File: config.mk
export PLATFORM = sky130hd
export DESIGN_NAME = perf_counter_bank
export DESIGN_NICKNAME = d
export VERILOG_FILES = /design/src/rtl/perf_counter_bank.sv
export SDC_FILE = /design/constraint.sdc
export NUM_CORES = 1
export LEC_CHECK = 0
export CORE_MARGIN = 2
export CORE_UTILIZATION = 30
export DETAILED_ROUTE_END_ITERATION = 16
export GPL_TIMING_DRIVEN = 0
export MAX_ROUTING_LAYER = met4
export PLACE_DENSITY = 0.47
export SLEW_MARGIN = 10
export SYNTH_ARGS = -nofsm -noshare
export SYNTH_HDL_FRONTEND = slang
export SYNTH_SLANG_ARGS = --single-unit
File: constraint.sdc
create_clock -name clk -period 3.7 [get_ports clk]
set_clock_uncertainty 0.15 [all_clocks]
set_input_delay 0.555 -clock clk [delete_from_list [all_inputs] [get_ports clk]]
set_output_delay 0.555 -clock clk [all_outputs]
set_load 0.01 [all_outputs]
File: src/rtl/perf_counter_bank.sv
// Bank of event counters with wrap/saturate, sticky overflow, freeze and an
// atomic snapshot into a shadow bank read through a registered port.

module perf_counter_lane #(
    parameter int CNT_W    = 16,
    parameter int INC_W    = 2,
    parameter int SAT_MODE = 0
) (
    input  logic             clk,
    input  logic             reset,
    input  logic             inc_en,
    input  logic [INC_W-1:0] inc_val,
    input  logic             freeze,
    input  logic             clr,
    input  logic             snap,
    output logic [CNT_W-1:0] cnt,
    output logic             ovf,
    output logic [CNT_W-1:0] shadow,
    output logic             sovf
);

    logic [CNT_W:0] sum;
    logic           bump;

    assign sum  = {1'b0, cnt} + {{(CNT_W + 1 - INC_W){1'b0}}, inc_val};
    assign bump = inc_en && !freeze && (inc_val != '0);

    always_ff @(posedge clk or negedge reset) begin
        if (!reset) begin
            cnt <= '0;
            ovf <= 1'b0;
        end else if (clr) begin
            cnt <= '0;
            ovf <= 1'b0;
        end else if (bump) begin
            if (sum[CNT_W]) begin
                ovf <= 1'b1;
                cnt <= (SAT_MODE != 0) ? {CNT_W{1'b1}} : sum[CNT_W-1:0];
            end else begin
                cnt <= sum[CNT_W-1:0];
            end
        end
    end

    // Shadow takes the pre-edge live value, so a snap+clr is a lossless read-and-clear.
    always_ff @(posedge clk or negedge reset) begin
        if (!reset) begin
            shadow <= '0;
            sovf   <= 1'b0;
        end else if (snap) begin
            shadow <= cnt;
            sovf   <= ovf;
        end
    end

endmodule

module perf_counter_bank #(
    parameter int NUM_CNT  = 7,
    parameter int CNT_W    = 16,
    parameter int INC_W    = 2,
    parameter int SAT_MODE = 0,
    parameter int IDX_W    = 3
) (
    input  logic                     clk,
    input  logic                     reset,
    input  logic [NUM_CNT-1:0]       inc_en,
    input  logic [NUM_CNT*INC_W-1:0] inc_val,
    input  logic                     freeze,
    input  logic                     clr,
    input  logic                     snap,
    input  logic [IDX_W-1:0]         rd_idx,
    output logic [CNT_W-1:0]         rd_data,
    output logic                     rd_ovf,
    output logic [NUM_CNT-1:0]       ovf,
    output logic                     snap_valid
);

    logic [NUM_CNT-1:0][CNT_W-1:0] cnt;
    logic [NUM_CNT-1:0][CNT_W-1:0] shadow;
    logic [NUM_CNT-1:0]            sovf;
    logic [CNT_W-1:0]              rd_sel;
    logic                          rd_sel_ovf;

    genvar g;
    generate
        for (g = 0; g < NUM_CNT; g++) begin : g_lane
            perf_counter_lane #(
                .CNT_W    (CNT_W),
                .INC_W    (INC_W),
                .SAT_MODE (SAT_MODE)
            ) u_lane (
                .clk     (clk),
                .reset   (reset),
                .inc_en  (inc_en[g]),
                .inc_val (inc_val[g*INC_W +: INC_W]),
                .freeze  (freeze),
                .clr     (clr),
                .snap    (snap),
                .cnt     (cnt[g]),
                .ovf     (ovf[g]),
                .shadow  (shadow[g]),
                .sovf    (sovf[g])
            );
        end
    endgenerate

    // Out-of-range indices match no channel and read back as zero.
    always_comb begin
        rd_sel     = '0;
        rd_sel_ovf = 1'b0;
        for (int i = 0; i < NUM_CNT; i++) begin
            if (rd_idx == IDX_W'(i)) begin
                rd_sel     = shadow[i];
                rd_sel_ovf = sovf[i];
            end
        end
    end

    always_ff @(posedge clk or negedge reset) begin
        if (!reset) begin
            rd_data    <= '0;
            rd_ovf     <= 1'b0;
            snap_valid <= 1'b0;
        end else begin
            rd_data <= rd_sel;
            rd_ovf  <= rd_sel_ovf;
            if (snap) snap_valid <= 1'b1;
        end
    end

endmodule

==> impl_metrics.env, run 1 <==
export IMPL_comb_power_share_pct=6.9
export IMPL_cts_htree_levels=1
export IMPL_worst_slew_pin_slew_ns=1.003
export IMPL_synth_area_leaders="dfrtp_1 52%, mux2_2 12%, a21oi_1 4.4%, or4_1 2.7%, o21ai_0 2.6%"
export IMPL_crit_chain="clkdlybuf4s50_1, clkbuf_1, nand2b_1, clkbuf_1, o22ai_1, a22oi_1"
export IMPL_dieArea_um2=42910
export IMPL_fin_area_um2=14720
export IMPL_root_buffer="clkbuf_16"
export IMPL_fin_crit_ns=2.539
export IMPL_leakage_uw=0.006173
export IMPL_rsz0062_at_grt="false"
export IMPL_yosys_warnings=0
export IMPL_place_ws_ns=0.5731
export IMPL_yosysTopAreaCellShare_pct=51.74
export IMPL_fin_crit_sh_pct=68.62
export IMPL_die_w_um=207.2
export IMPL_yosysTopAreaCell="dfrtp_1"
export IMPL_grt_pass1_vias=8762
export IMPL_status="finished, final reports clean"
export IMPL_cts_sinks=256
export IMPL_crit_type="in2reg"
export IMPL_firstDrtPassIters=5
export IMPL_grt_use_total_pct=16.41
export IMPL_startpoint_type="input pin"
export IMPL_power_uw=6435
export IMPL_crit_family="buffers and inverters"
export IMPL_post_dp_cell_area_um2=13650
export IMPL_drc=0
export IMPL_cts_buffers=30
export IMPL_num_vias=9063
export IMPL_cp_end_kind="flip-flop"
export IMPL_internal_power_uw=4942
export IMPL_async_reset_ff_share_pct=100.0
export IMPL_crit_arrival_ns=2.81
export IMPL_vdd_drop_max_mv=0.3195
export IMPL_setup_slack_ns=1.161
export IMPL_switching_power_uw=1493
export IMPL_synth_fp_nets=1188
export IMPL_cp_max_fo=10
export IMPL_crit_path_frequent_cell="clkbuf_1"
export IMPL_synth_cell_area_um2=12380
export IMPL_via_per_inst=5.092
export IMPL_cts_resized=0
export IMPL_wirelength_um=34470
export IMPL_synth_cell_type_count=43
export IMPL_holdBufCountCts=1
export IMPL_initial_utilization_pct=30.39
export IMPL_dp_hpwl_um=24930
export IMPL_syn_inst=1138
export IMPL_grt_max_degree=104
export IMPL_slew_viol_final=0
export IMPL_cts_tree="yes"
export IMPL_hold_path_class="reg2reg"
export IMPL_pin_count=54
export IMPL_io_buffers=51
export IMPL_die_h_um=207.2
export IMPL_ant_nets=0
export IMPL_routabilityCongestion=0.8515
export IMPL_core_um2=40740
export IMPL_crit_slowest_cell="clkdlybuf4s50_1"
export IMPL_hold_viol=0
export IMPL_areaGrowthSynthToFinish_pct=18.86
export IMPL_grt_antenna_before_repair=0
export IMPL_drtIter0Drc=676
export IMPL_rows=74
export IMPL_cp_required_ns=3.98
export IMPL_utilization_pct=36.12
export IMPL_nets=1275
export IMPL_place_inst=1724
export IMPL_power_density_nw_per_um2=437.3
export IMPL_wl_per_cell_um=19.37
export IMPL_slowest_delay_ns=0.53
export IMPL_finalSetupViolations=0
export IMPL_ys_ff_latch=256
export IMPL_power_share_clock_pct=48.7
export IMPL_drive_gt1_share_pct=17.63
export IMPL_post_cts_setup_buffer_count=0
export IMPL_relSlewSlack_pct=33.15
export IMPL_critPathBufInv=3
export IMPL_syn_area_per_cell_um2=10.88
export IMPL_yosysSeqAreaShare_pct=51.74
export IMPL_path_clk_slew_ns=0.06
export IMPL_clk_latency_ns=0.56
export IMPL_ys_flop_type="dfrtp_1"
export IMPL_grt_pass1_wl_um=53590
export IMPL_fmax_mhz=393.9
export IMPL_fin_cells=1780
export IMPL_grt_ovfl_total=0
export IMPL_cap_violations=0
export IMPL_netSwitchingFraction_pct=23.20
export IMPL_synth_edf_count=0
export IMPL_num_antenna_cells=0
export IMPL_pwr_share_seq_pct=44.4
export IMPL_clockBufferDepth=3
## per-stage QoR
stage               hold WS [ns]  setup TNS, ns
global placement          0.3019       -2494.46
floorplan                 0.1094              0
CTS                       0.3234              0
finish                    0.3237              0
detailed placement        0.3077              0
global route              0.3702              0
## synthesized netlist by cell type (14+ instances only)
cell type and number:
or4_1 45, xnor2_1 28, o21ai_0 64, nor2_1 62, clkbuf_1 55, nand2_1 63
ha_1 14, dfrtp_1 256, mux2_2 133, a21oi_1 108, o31ai_1 37, nand3_1 20
nand4_1 14, inv_1 40, or3_1 38, nor4_1 15
## logic make-up after synthesis
| kind of cell | Yosys count | synth area share, % |
|---|---|---|
| flip-flops | 256 | 51.74 |
| AND/OR/NAND/NOR | 309 | 14.22 |
| buffers and inverters | 118 | 4.042 |
| AO/OA/AOI/OAI | 268 | 12.87 |
| adder cells (fa/ha/maj) | 21 | 2.546 |
| multiplexers | 138 | 12.60 |
| XOR/XNOR | 28 | 1.981 |
## placed cells by master (no fill, tap or decap), types with 5 or more instances in the layout
master,n
o22ai_1,13
a22oi_1,13
clkdlybuf4s50_1,50
clkbuf_1,59
or2_2,5
clkinv_2,6
and4_1,6
nand4_1,14
or4_1,45
clkbuf_8,7
nor2_1,62
inv_1,40
xnor2_1,28
o21ai_0,64
mux2_2,133
ha_1,14
a21oi_1,108
o31ai_1,37
o211ai_1,13
nor4_1,15
clkbuf_16,31
dfrtp_1,256
buf_4,7
nor2b_1,7
nand2b_4,7
or3_1,38
nand3_1,20
nand2b_1,5
and3_1,7
buf_1,11
fa_1,7
o22a_1,13
nand2_1,63
## power groups by stage
stage / Combinational (uW) / Sequential [uW] / Clock [uW]
2_1_floorplan: 203 / 2910 / 0
3_3_place_gp: 438 / 2910 / 0
3_5_place_dp: 451 / 2910 / 0
4_1_cts: 454 / 2860 / 3230
5_1_grt: 489 / 2860 / 3330
6_report: 445 / 2860 / 3130
## worst paths after layout
check	start	endpoint	slack, ns	cells after the start
worst max-delay path	rd_idx[1]	rd_data[12]	1.16	6
worst min-delay path	snap_valid	snap_valid	0.32	1
worst max register to register	g_lane[1].u_lane.cnt[0]	g_lane[1].u_lane.cnt[10]	1.27	7
worst min register to register	snap_valid	snap_valid	0.32	1
max in group asynchronous	reset	g_lane[4].u_lane.cnt[4]	2.04	4
min in group asynchronous	reset	g_lane[5].u_lane.cnt[1]	0.50	3
## worst reg2reg max path, cell delays in order (launching register included)
cell      delay, ns
dfrtp_1        0.37
ha_1           0.19
fa_1           0.19
nand2_1        0.09
or3_1          0.31
clkbuf_1       0.20
nor4_1         0.42
mux2_2         0.39
## area by class of cell
type | count | area, um2
Buffer | 78 | 350.3
Clock buffer | 42 | 887.1
Clock inverter | 13 | 173.9
Fill cell | 4075 | 26020
Inverter | 40 | 150.1
Multi-Input combinational cell | 764 | 5475
Sequential cell | 256 | 6406
Tap cell | 532 | 665.6
Timing Repair Buffer | 55 | 608.1
## metal layers
layer | part of all wire, % | vias up | track usage [%]
met3 | 3.9 | 39 | 2.032
met2 | 46 | 177 | 24.97
met4 | 1.7 | 0 | 3.793
met5 | 0 | - | -
li1 | - | 4337 | -
met1 | 48 | 4510 | 23.35
## flip-flops by register name, summed over array words and instances (netlist names)
name                  cells
g_lane.u_lane.sovf        7
rd_ovf                    1
g_lane.u_lane.shadow    112
g_lane.u_lane.ovf         7
snap_valid                1
g_lane.u_lane.cnt       112
rd_data                  16
Note: power is estimated with default switching activity, not from simulation.
==> run 2, diff against run 1 <==
==> constraint.sdc (replaced) <==
create_clock -name clk -period 2.5 [get_ports clk]
set_clock_uncertainty 0.15 [all_clocks]
set_input_delay 0.375 -clock clk [delete_from_list [all_inputs] [get_ports clk]]
set_output_delay 0.375 -clock clk [all_outputs]
set_load 0.01 [all_outputs]
==> run 2 against run 1 <==
Compared with the run above:
- sequential power grew 48%
- non-clock buffer count down 1
- worst setup slack lost 0.99 ns
- clock power up 48%
- die area is the same
- register-to-register slack got worse by 1.1 ns
- largest power group unchanged
==> impl_metrics.env, run 2 (synthesis gave the netlist of run 1 again) <==
export IMPL_rr_startpoint="g_lane[1].u_lane.cnt[0]"
export IMPL_worst_slew_pin_slew_ns=1.012
export IMPL_timing_rr_end="g_lane[1].u_lane.cnt[10]"
export IMPL_drtIter0Drc=598
export IMPL_num_antenna_cells=0
export IMPL_fin_crit_sh_pct=93.32
export IMPL_utilization_pct=36.15
export IMPL_dp_hpwl_um=24930
export IMPL_rows=74
export IMPL_crit_arrival_ns=2.62
export IMPL_cts_sinks=256
export IMPL_final_cell_mix="256 x dfrtp_1, 133 x mux2_2, 108 x a21oi_1, 64 x o21ai_0, 63 x nand2_1"
export IMPL_cp_end_kind="flip-flop"
export IMPL_drc=0
export IMPL_crit_type="reg2reg"
export IMPL_grt_max_degree=104
export IMPL_setup_slack_ns=0.1670
export IMPL_place_ws_ns=-0.4469
export IMPL_pin_count=54
export IMPL_hold_viol=0
export IMPL_hold_ws_ns=0.3162
export IMPL_die_w_um=207.2
export IMPL_root_buffer="clkbuf_16"
export IMPL_core_um2=40740
export IMPL_wirelength_um=34510
export IMPL_crit_start="g_lane[1].u_lane.cnt[0]"
export IMPL_startpoint_type="flip-flop"
export IMPL_reg2reg_slack_ns=0.17
export IMPL_slowest_delay_ns=0.37
export IMPL_via_per_inst=5.090
export IMPL_final_common_cell="dfrtp_1"
export IMPL_cts_buffers=30
export IMPL_fmax_mhz=428.6
export IMPL_rsz0062_at_grt="false"
export IMPL_grt_antenna_before_repair=0
export IMPL_post_cts_setup_buffer_count=0
export IMPL_nets=1274
export IMPL_path_clk_slew_ns=0.06
export IMPL_die_h_um=207.2
export IMPL_fin_area_um2=14730
export IMPL_status="finished, final reports clean"
export IMPL_dieArea_um2=42910
export IMPL_vdd_drop_max_mv=0.4730
export IMPL_power_density_nw_per_um2=647.0
export IMPL_finalSetupViolations=0
export IMPL_fin_crit_ns=2.333
export IMPL_areaGrowthSynthToFinish_pct=18.93
export IMPL_cts_htree_levels=1
export IMPL_ant_nets=0
export IMPL_grt_ovfl_total=0
export IMPL_post_dp_cell_area_um2=13650
export IMPL_num_vias=9055
export IMPL_reg2reg_depth=7
export IMPL_slew_viol_final=0
export IMPL_drive_gt1_share_pct=17.88
export IMPL_hold_path_class="in2async"
export IMPL_initial_utilization_pct=30.39
export IMPL_clockBufferDepth=3
export IMPL_wl_per_cell_um=19.40
export IMPL_leakage_uw=0.006177
export IMPL_clk_latency_ns=0.56
export IMPL_grt_use_total_pct=16.41
export IMPL_crit_slowest_cell="dfrtp_1"
export IMPL_finalSetupTns_ns=0
export IMPL_cp_required_ns=2.79
export IMPL_grt_pass1_wl_um=53590
export IMPL_cts_tree="yes"
export IMPL_cap_violations=0
export IMPL_crit_chain="ha_1, fa_1, nand2_1, or3_1, clkbuf_1, nor4_2, mux2_2"
export IMPL_relSlewSlack_pct=32.55
export IMPL_firstDrtPassIters=5
export IMPL_cp_max_fo=8
export IMPL_crit_path_end="g_lane[1].u_lane.cnt[10]"
export IMPL_grt_pass1_vias=8762
export IMPL_reg_top3="g_lane.u_lane.cnt x112, g_lane.u_lane.shadow x112, rd_data x16"
export IMPL_io_buffers=51
export IMPL_routabilityCongestion=0.8515
==> run 2: per-stage QoR <==
stage                     cells  power [uW]
after floorplan            1138        4604
final                      1779        9527
after detailed placement   1724        4975
after global placement     1721        4962
after CTS                  1780        9678
after global routing       1779        9893
==> run 2: worst min path at each step <==
stage / from / endpoint / slack [ns] / cells after the start
CTS: reset / g_lane[5].u_lane.cnt[1] / 0.32 / 3
global placement: snap_valid / snap_valid / 0.30 / 1
finish: reset / g_lane[5].u_lane.cnt[1] / 0.32 / 3
global route: reset / g_lane[5].u_lane.cnt[1] / 0.37 / 3
detailed placement: snap_valid / snap_valid / 0.31 / 1
floorplan: reset / g_lane[0].u_lane.cnt[0] / -0.07 / 0
==> run 2: power by group <==
group	internal [uW]	switching [uW]	total [uW]
Combinational	246	415	661
Clock	2870	1760	4630
Sequential	4190	37.0	4230
==> run 2: layer usage <==
metal,GRT usage (%),part of all wire (%),vias up
li1,-,-,4339
met1,23.35,49,4526
met2,24.97,46,150
met3,2.032,3.5,40
met4,3.793,1.7,0
met5,-,0,-
==> run 2: critical path, delay by kind of cell, from the launching register on <==
kind,cells,cell delay [ns]
flops,1,0.37
mux,1,0.37
fa+ha+maj,2,0.38
buf+inv,1,0.20
simple gates,3,0.73
==> run 2: cell type report <==
| type | count | area, um2 |
|---|---|---|
| Fill cell | 4073 | 26010 |
| Sequential cell | 256 | 6406 |
| Multi-Input combinational cell | 764 | 5487 |
| Clock buffer | 42 | 887.1 |
| Tap cell | 532 | 665.6 |
| Timing Repair Buffer | 55 | 608.1 |
| Buffer | 77 | 347.8 |
| Clock inverter | 13 | 173.9 |
| Inverter | 40 | 150.1 |
==> run 2: timing repair <==
item | in CTS | in global routing
setup endpoints to repair | 0 | 5
gates resized for setup | 0 | 4
hold buffers | 1 | 0
hold endpoints to repair | 101 | 0
==> run 3, diff against run 2 <==
--- a/config.mk
+++ b/config.mk
@@ -5,6 +5,7 @@
 export SDC_FILE = /design/constraint.sdc
 export NUM_CORES = 1
 export LEC_CHECK = 0
+export CAP_MARGIN = 20
 export CORE_MARGIN = 2
 export CORE_UTILIZATION = 30
 export DETAILED_ROUTE_END_ITERATION = 16
==> results of run 3 <==
Same layout as run 2: the final DEF is identical, and so are final timing and power.
